$ cat src/rtl/alu_pkg.sv
// rtl/alu_pkg.sv - shared types and constants for the ALU control decode stage
//
// Contents:
//   ALU_* codes   4-bit ALU control values driven to the ALU
//   OP_CMP        major opcode of the compare instruction
//   opclass_e     instruction class carried with each decoded entry
//   alu_entry_t   decoded entry as stored in the stage FIFO
package alu_pkg;

    localparam logic [3:0] ALU_ADD   = 4'h0;
    localparam logic [3:0] ALU_SUB   = 4'h1;
    localparam logic [3:0] ALU_AND   = 4'h2;
    localparam logic [3:0] ALU_OR    = 4'h3;
    localparam logic [3:0] ALU_XOR   = 4'h4;
    localparam logic [3:0] ALU_SHIFT = 4'h8;

    localparam logic [5:0] OP_CMP = 6'b110101;

    typedef enum logic [1:0] {
        CLS_LOAD  = 2'd0,
        CLS_STORE = 2'd1,
        CLS_CTL   = 2'd2,
        CLS_ALU   = 2'd3
    } opclass_e;

    typedef struct packed {
        logic [3:0] alu_cnt;
        logic       alu_use;
        logic       cmp;
        opclass_e   op_class;
    } alu_entry_t;

endpackage

$ cat src/rtl/alu_ctrl_decode.sv
// rtl/alu_ctrl_decode.sv - combinational major-opcode to ALU control decode
//
// Ports:
//   in_op  in  6            major opcode, instruction bits [5:0]
//   entry  out alu_entry_t  decoded ALU code, usage/compare flags and class
module alu_ctrl_decode
    import alu_pkg::*;
(
    input  logic [5:0] in_op,
    output alu_entry_t entry
);

    always_comb begin
        entry.alu_cnt  = ALU_ADD;
        entry.alu_use  = 1'b1;
        entry.cmp      = 1'b0;
        entry.op_class = CLS_LOAD;
        unique case (in_op[5:4])
            2'b00: begin
                entry.op_class = CLS_LOAD;
            end
            2'b01: begin
                entry.op_class = CLS_STORE;
            end
            2'b10: begin
                // Only the 10111x control ops need the ALU (address/compare
                // work); every other control op bypasses it.
                entry.op_class = CLS_CTL;
                entry.alu_use  = (in_op[3:1] == 3'b111);
            end
            default: begin
                // ALU/IO group: the low nibble is the ALU code directly,
                // except CMP, which subtracts and suppresses write-back.
                entry.op_class = CLS_ALU;
                if (in_op == OP_CMP) begin
                    entry.alu_cnt = ALU_SUB;
                    entry.cmp     = 1'b1;
                end else begin
                    entry.alu_cnt = in_op[3:0];
                end
            end
        endcase
    end

endmodule

$ cat src/rtl/alu_ctrl_stage.sv
// rtl/alu_ctrl_stage.sv - registered, flow-controlled ALU control decode stage
//
// Parameters:
//   DEPTH      decoded-entry slots (power of two, >= 2)
//   MC_MASK    bit k set => ALU code k is multi-cycle
//   MC_CYCLES  stall cycles after a multi-cycle op issues (1..15)
//
// Ports:
//   clk          in   1  clock
//   rst_n        in   1  asynchronous active-low reset
//   flush        in   1  synchronous pipeline flush
//   in_valid     in   1  opcode offered
//   in_ready     out  1  stage can accept
//   in_op        in   6  major opcode
//   out_valid    out  1  decoded entry offered
//   out_ready    in   1  ALU accepts
//   out_alu_cnt  out  4  ALU control code
//   out_alu_use  out  1  instruction uses the ALU
//   out_cmp      out  1  compare, result not written back
//   out_class    out  2  0 load, 1 store, 2 branch/ctl, 3 ALU/IO
//   busy         out  1  multi-cycle stall in progress
module alu_ctrl_stage
    import alu_pkg::*;
#(
    parameter int          DEPTH     = 2,
    parameter logic [15:0] MC_MASK   = 16'h0F00,
    parameter int          MC_CYCLES = 3
) (
    input  logic       clk,
    input  logic       rst_n,
    input  logic       flush,
    input  logic       in_valid,
    output logic       in_ready,
    input  logic [5:0] in_op,
    output logic       out_valid,
    input  logic       out_ready,
    output logic [3:0] out_alu_cnt,
    output logic       out_alu_use,
    output logic       out_cmp,
    output logic [1:0] out_class,
    output logic       busy
);

    localparam int PTR_W = (DEPTH > 1) ? $clog2(DEPTH) : 1;
    localparam int CNT_W = $clog2(DEPTH + 1);
    localparam logic [CNT_W-1:0] DEPTH_C = CNT_W'(DEPTH);
    localparam logic [3:0]       MC_LOAD = 4'(MC_CYCLES);

    alu_entry_t       mem [DEPTH];
    logic [PTR_W-1:0] wr_ptr;
    logic [PTR_W-1:0] rd_ptr;
    logic [CNT_W-1:0] count;
    logic [3:0]       mc_cnt;

    alu_entry_t dec_entry;
    alu_entry_t head;
    alu_entry_t hold_q;
    alu_entry_t out_entry;

    logic push;
    logic pop;
    logic mc_start;

    alu_ctrl_decode u_decode (
        .in_op (in_op),
        .entry (dec_entry)
    );

    // Readiness depends on registered count only, so a pop in the full
    // cycle cannot re-open the input in that same cycle.
    assign in_ready  = (count < DEPTH_C) && !flush;
    assign push      = in_valid && in_ready;
    assign out_valid = (count != '0) && (mc_cnt == 4'd0);
    // A pop offered during flush is not a transfer.
    assign pop       = out_valid && out_ready && !flush;

    assign head      = mem[rd_ptr];
    // When empty the outputs keep whatever was last presented.
    assign out_entry = (count != '0) ? head : hold_q;
    assign mc_start  = pop && head.alu_use && MC_MASK[head.alu_cnt];

    always_ff @(posedge clk or negedge rst_n) begin
        if (!rst_n) begin
            for (int i = 0; i < DEPTH; i++) begin
                mem[i] <= '0;
            end
        end else if (push) begin
            mem[wr_ptr] <= dec_entry;
        end
    end

    always_ff @(posedge clk or negedge rst_n) begin
        if (!rst_n) begin
            wr_ptr <= '0;
            rd_ptr <= '0;
            count  <= '0;
        end else if (flush) begin
            wr_ptr <= '0;
            rd_ptr <= '0;
            count  <= '0;
        end else begin
            if (push) begin
                wr_ptr <= wr_ptr + 1'b1;
            end
            if (pop) begin
                rd_ptr <= rd_ptr + 1'b1;
            end
            unique case ({push, pop})
                2'b10:   count <= count + 1'b1;
                2'b01:   count <= count - 1'b1;
                default: count <= count;
            endcase
        end
    end

    always_ff @(posedge clk or negedge rst_n) begin
        if (!rst_n) begin
            hold_q <= '0;
        end else begin
            hold_q <= out_entry;
        end
    end

    // out_valid is low while mc_cnt is nonzero, so a load and a decrement
    // can never be requested in the same cycle.
    always_ff @(posedge clk or negedge rst_n) begin
        if (!rst_n) begin
            mc_cnt <= 4'd0;
        end else if (flush) begin
            mc_cnt <= 4'd0;
        end else if (mc_start) begin
            mc_cnt <= MC_LOAD;
        end else if (mc_cnt != 4'd0) begin
            mc_cnt <= mc_cnt - 4'd1;
        end
    end

    assign busy        = (mc_cnt != 4'd0);
    assign out_alu_cnt = out_entry.alu_cnt;
    assign out_alu_use = out_entry.alu_use;
    assign out_cmp     = out_entry.cmp;
    assign out_class   = out_entry.op_class;

endmodule

$ cat config.mk
export PLATFORM = sky130hd
export DESIGN_NAME = alu_ctrl_stage
export DESIGN_NICKNAME = d
export VERILOG_FILES = /design/src/rtl/alu_pkg.sv /design/src/rtl/alu_ctrl_decode.sv /design/src/rtl/alu_ctrl_stage.sv
export SDC_FILE = /design/constraint.sdc
export NUM_CORES = 1
export LEC_CHECK = 0
export ABC_AREA = 1
export BUFFER_PORTS_ARGS = -buffer_cell sky130_fd_sc_hd__buf_2
export CELL_PAD_IN_SITES_DETAIL_PLACEMENT = 1
export CELL_PAD_IN_SITES_GLOBAL_PLACEMENT = 1
export CORE_UTILIZATION = 38
export CTS_CLUSTER_DIAMETER = 200
export DETAILED_ROUTE_END_ITERATION = 6
export PLACE_DENSITY_LB_ADDON = 0.1
export SETUP_SLACK_MARGIN = 0.5
export SLEW_MARGIN = 40
export SYNTH_ARGS = -nofsm -noshare
export SYNTH_HDL_FRONTEND = slang
export SYNTH_HIERARCHICAL = 1
export SYNTH_SLANG_ARGS = --single-unit
$ cat constraint.sdc
create_clock -name clk -period 1.4 [get_ports clk]
set_input_delay 0.14 -clock clk [delete_from_list [all_inputs] [get_ports clk]]
set_output_delay 0.14 -clock clk [all_outputs]
set_load 0.02 [all_outputs]
# Word-level counts from Yosys, hierarchy flattened

Memory sizes are Yosys's and may differ from the RTL's.
Index checks and enable logic that the tools add are counted.

Register bits: 32
ROM bits: 16
Input bits: 11
Output and inout bits: 11
Logic and storage cells: 76
Memories kept: 1

Memories:

| memory           | depth | width | read ports | clocked after Yosys merged registers in | write ports | line                 | text |
|---|---|---|---|---|---|---|---|
| (name not given) | 16    | 1     | 1          | 0                                       | 0           | alu_ctrl_stage.sv:80 | `assign mc_start = pop && head.alu_use && MC_MASK[head.alu_cnt];` |

$add $sub $neg: 5
$lt $le $gt $ge: 5
Eq/ne operators: 6
Mux-type cells: 23
Bitwise operators: 2
Reductions and logical operators: 18

Operators by type and width:

| cell                                                 | count |
|---|---|
| 2-to-1 mux 8 bit                                     | 5 |
| 2-to-1 mux 4 bit                                     | 5 |
| bitwise mux 16 bit                                   | 1 |
| demux 8 bit (select 1 bit)                           | 1 |
| logical AND 1 bit                                    | 8 |
| 2-to-1 mux 1 bit                                     | 8 |
| equality test 6 bit (second input constant)          | 1 |
| case mux 2 bit (3 select lines)                      | 1 |
| nonzero test 2 bit                                   | 3 |
| nonzero test 3 bit                                   | 2 |
| < comparator 4 x 5 -> 1 bit (second input constant)  | 1 |
| equality test 2 x 1 -> 1 bit (second input constant) | 2 |
| equality test 2 bit (second input constant)          | 2 |
| >= comparator 2 bit (second input constant)          | 2 |
| logical NOT 4 bit                                    | 1 |
| inverter 1 -> 2 bit                                  | 2 |
| case mux 2 bit (2 select lines)                      | 1 |
| nonzero test 4 bit                                   | 1 |
| subtractor 4 x 1 -> 4 bit (second input constant)    | 1 |
| equality test 3 bit (second input constant)          | 1 |
| OR reduction 3 bit                                   | 1 |
| adder 1 bit (second input constant)                  | 2 |
| adder 2 x 1 -> 2 bit (second input constant)         | 1 |
| logical NOT 2 bit                                    | 1 |
| other kinds (5)                                      | 5 |

# Longest topological paths before layout

Depth after elaboration: 9
Mapped depth: 11
Mapped depth without buffers: 10

# Hierarchy

The synthesis kept the hierarchy.

Modules (own cells, without submodules):

| module          | instances | cells an instance | area each (um2) | sequential area each (um2) |
|---|---|---|---|---|
| alu_ctrl_stage  | 1         | 176               | 1567.8          | 800.8 |
| alu_ctrl_decode | 1         | 16                | 75.1            | 0.0 |

# Worst setup path after synthesis

OpenSTA, ideal clock, no wires.

Path kind: flip-flop to flip-flop
Start: reg mc_cnt[0]
End: reg count[1]
Library setup time: 118 ps
Arrival time: 1346 ps
Data required time: 1282 ps
Path slack: -64 ps
Cell stages (with the launch flop): 10
Path buffers: 0
Period minus slack after synthesis: 1464 ps
Cells stage by stage: dfrtp_1 inv_1 ha_1 nand2_4 nor2_8 nand3_1 nand2_2 nand2_2 nand3_1 nand2_1

Cells in the longest elaborated chain, start to end: 7
Elaborated cells between the ends (all ways): 9
Those cells by class: 2 x eq/ne; 2 x mux; 5 x reduce/logical

Ends and longest elaborated chain:

| item                                                                | line                  | text |
|---|---|---|
| start, declared                                                     | alu_ctrl_stage.sv:53  | `logic [3:0] mc_cnt;` |
| start signal, assigned                                              | alu_ctrl_stage.sv:134 | `mc_cnt <= mc_cnt - 4'd1;` |
| logical NOT 4 bit (*)                                               | alu_ctrl_stage.sv:73  | `assign out_valid = (count != '0) && (mc_cnt == 4'd0);` |
| logical AND 1 bit (*)                                               | alu_ctrl_stage.sv:73  |  |
| named net out_valid                                                 | alu_ctrl_stage.sv:35  | `output logic out_valid,` |
| logical AND 1 bit (*) (2 in a row)                                  | alu_ctrl_stage.sv:75  | `assign pop = out_valid && out_ready && !flush;` |
| equality test 2 x 1 -> 1 bit or equality test 2 bit (tied branches) | alu_ctrl_stage.sv:108 | `unique case ({push, pop})` |
| case mux 2 bit (2 select lines)                                     | alu_ctrl_stage.sv:108 |  |
| 2-to-1 mux 2 bit                                                    | alu_ctrl_stage.sv:97  | `end else if (flush) begin` |
| end signal, assigned                                                | alu_ctrl_stage.sv:109 | `2'b10: count <= count + 1'b1;` |
| end signal, assigned                                                | alu_ctrl_stage.sv:110 | `2'b01: count <= count - 1'b1;` |
| end signal, assigned                                                | alu_ctrl_stage.sv:111 | `default: count <= count;` |
| end, declared                                                       | alu_ctrl_stage.sv:52  | `logic [CNT_W-1:0] count;` |

Mark *: on every way through the listed nets, which the timed path passes. The rest lies on a longest branch.
A chain may end at the register's enable or synchronous reset.

# Worst setup path in the final report

Start: reg count[0]
End: out out_alu_cnt[0]

Cells in the longest elaborated chain, start to end: 2

Ends and longest elaborated chain:

| item               | line                 | text |
|---|---|---|
| nonzero test 2 bit | alu_ctrl_stage.sv:79 | `assign out_entry = (count != '0) ? head : hold_q;` |
| 2-to-1 mux 8 bit   | alu_ctrl_stage.sv:79 |  |
| end, declared      | alu_ctrl_stage.sv:37 | `output logic [3:0] out_alu_cnt,` |

No other way between the ends.

==> impl_metrics.json <==
{
  "syn_nets": 204,
  "final_common_cell": "dfrtp_1",
  "r2r_cells": 10,
  "netlist_area_um2": 1640,
  "synth-seq-area-share_pct": 48.7,
  "finalWorstSetupSlack_ns": -0.193,
  "ys_async_sr_fraction_pct": 100,
  "peakVddDrop_v": 0.00128,
  "clk_latency_ns": 0.29,
  "drtPass1Iterations": 4,
  "synth_seq_cells": 32,
  "antenna_found_initial": 0,
  "crit_chain": "inv_2, nand2_8, buf_12, nor2_4, a21oi_4, buf_6",
  "root_buffer": "clkbuf_8",
  "placedCellCount": 265,
  "avgSynthCellArea_um2": 8.56,
  "min_from": "in_op[4]",
  "fin_nets": 268,
  "cts.sinks": 32,
  "synth_edf_count": 0,
  "die_w_um": 67.8,
  "n_fill_cell": 431,
  "tightest_slew_ns": 0.436,
  "antennaDiodeCount": 0,
  "hold_viol": 0,
  "drv_cap": 0,
  "p_per_area_nw_per_um2": 2590,
  "initial_core_util_pct": 40.2,
  "cp.required_ns": 1.26,
  "final_cells": 307,
  "wl_um": 6640,
  "dp.final_hpwl_um": 3060,
  "layout_common_cells": "30 x dfrtp_1, 26 x buf_4, 25 x nand2_1",
  "drc_errors": 0,
  "p_leak_uw": 0.00127,
  "cts_buffers": 5,
  "synthFlopType": "dfrtp_1",
  "io_pins": 22,
  "r2r_setup_slack_ns": -0.17,
  "grt_pass1_wl_um": 8420,
  "cts_buffer_depth": 2,
  "hold_path_end": "mem[8]$_DFFE_PN0P_",
  "final.min_clock_period_ns": 1.59,
  "reg2reg_from": "count[0]$_DFFE_PN0P_",
  "grt_max_degree": 33,
  "die_area_um2": 4590,
  "path_clk_slew_ns": 0.07,
  "synthToLayoutAreaGrowth_pct": 71.1,
  "vias": 1633,
  "avgViaCountPerCell": 5.32,
  "cp-start-kind": "register",
  "worstHoldPathCells": 3,
  "slew_headroom_pct": 71.0,
  "crit_fanout": 7,
  "cp_slowest_cell": "dfrtp_1",
  "stdcell_area_um2": 2810,
  "ant_nets": 0,
  "final.period_utilization_pct": 114,
  "overflow": 0,
  "max_clock_freq_ghz": 0.628,
  "violations": "setup timing",
  "final_layout_size_suffix_gt1_share_pct": 58.8,
  "h-tree-depth": 2,
  "slew_viol_final": 0,
  "tritoncts": "done",
  "rr_endpoint": "mc_cnt[1]$_DFFE_PN0P_",
  "synth_warnings": 6,
  "grtUsageTotal_pct": 26.2,
  "postPlaceCellArea_um2": 2060,
  "place.gp.congestion": 0.725,
  "path_class": "register to output port",
  "die_y_um": 67.8,
  "hold_ws_ns": 0.159,
  "finalSetupViolCount": 16,
  "status": "finished with violations",
  "cp_slowest_stage_delay_ns": 0.40,
  "drtIter0Drc": 63,
  "rsz0062_at_grt": "true",
  "crit_path_end_kind": "output port",
  "hold_class": "primary input to register",
  "skew_ns": 0.00835,
  "yosysUniqueCellTypes": 27,
  "grt_pass1_vias": 1672,
  "port_buffers": 21,
  "syn_inst": 192,
  "post_drt_wl_per_cell_um": 21.6,
  "rows": 23,
  "coreArea_um2": 4090,
  "critical_path_arrival_ns": 1.45
}
per-stage QoR:
stage	power, uW	TNS (ns)	util (%)	worst slack (ns)
2_1_floorplan	3940	0	-	0.0659
4_1_cts	6480	-0.974	62.4	-0.134
3_5_place_dp	4670	-0.0283	50.3	-0.0254
3_3_place_gp	4520	0	50.3	0.0732
5_1_grt	7620	-3.05	68.8	-0.241
6_report	7290	-2.24	68.8	-0.193
cells in the mapped netlist (3+ instances only):
cell type	n	area share [%]
o21ai_0	16	4.9
inv_2	3	0.69
nand2_2	5	1.9
nand2_4	4	2.7
nor2_1	15	3.4
buf_6	3	2.1
nand3_1	11	3.4
a21oi_1	12	3.7
nand2_1	44	10
o21ai_1	5	1.5
dfrtp_1	32	49
inv_1	21	4.8
layout make-up:
cell class	count	area [um^2]	share of cell area, %
multi-input cells	132	1180	41.8
repair inverters	1	16.3	0.579
flip-flops and latches	32	803	28.6
inverters	26	143	5.07
well taps	50	62.6	2.23
clock buffers	8	90.1	3.20
repair buffers	58	520	18.5
worst max-delay path, delay by kind of cell, from the launching register on:
family | cells | cell delay, ns
compound gates | 1 | 0.05
simple gates | 2 | 0.25
buf+inv | 3 | 0.43
flops | 1 | 0.40
timing repair:
action | 4_1_cts | 5_1_grt
gates resized for setup | 63 | 36
endpoints found under the hold margin | 32 | 0
hold buffers | 1 | 0
pin swaps | 10 | 11
gates cloned | 4 | 0
endpoints found under the setup margin | 43 | 43
buffers inserted | 15 | 14
report_power, final:
group | switching [uW] | internal [uW]
Combinational | 2690 | 2170
Clock | 369 | 401
Sequential | 353 | 1310
Total | 3420 | 3880
flip-flops by register name, summed over array words and instances (netlist names):
register / count
mem: 16
count: 2
wr_ptr: 1
rd_ptr: 1
mc_cnt: 4
hold_q: 8
how the worst max path moves through the flow:
stage / cells past startpoint / startpoint / to
after floorplan: 9 / mc_cnt[0]$_DFFE_PN0P_ / count[1]$_DFFE_PN0P_
after global placement: 9 / mc_cnt[0]$_DFFE_PN0P_ / count[1]$_DFFE_PN0P_
after detailed placement: 8 / rd_ptr$_DFFE_PN0P_ / mc_cnt[1]$_DFFE_PN0P_
after CTS: 6 / count[1]$_DFFE_PN0P_ / out_alu_cnt[3]
after global routing: 6 / rd_ptr$_DFFE_PN0P_ / out_class[1]
final: 6 / count[0]$_DFFE_PN0P_ / out_alu_cnt[0]
logic make-up (layout without fill, tap and decap cells):
logic type      Yosys count  in the layout  synth area share (%)
fa+ha+maj                 1              1                 0.761
compound gates           35             35                  11.0
flops                    32             32                  48.7
simple gates             93             96                  30.2
buf+inv                  31             93                  9.37
metal layers:
layer / GRT usage (%) / part of all wire (%)
met5: 0 / 0
met4: 9.04 / 2.3
met1: 29.0 / 39
met3: 3.72 / 3.6
met2: 49.9 / 55
Power figures use the tool's default switching activity.
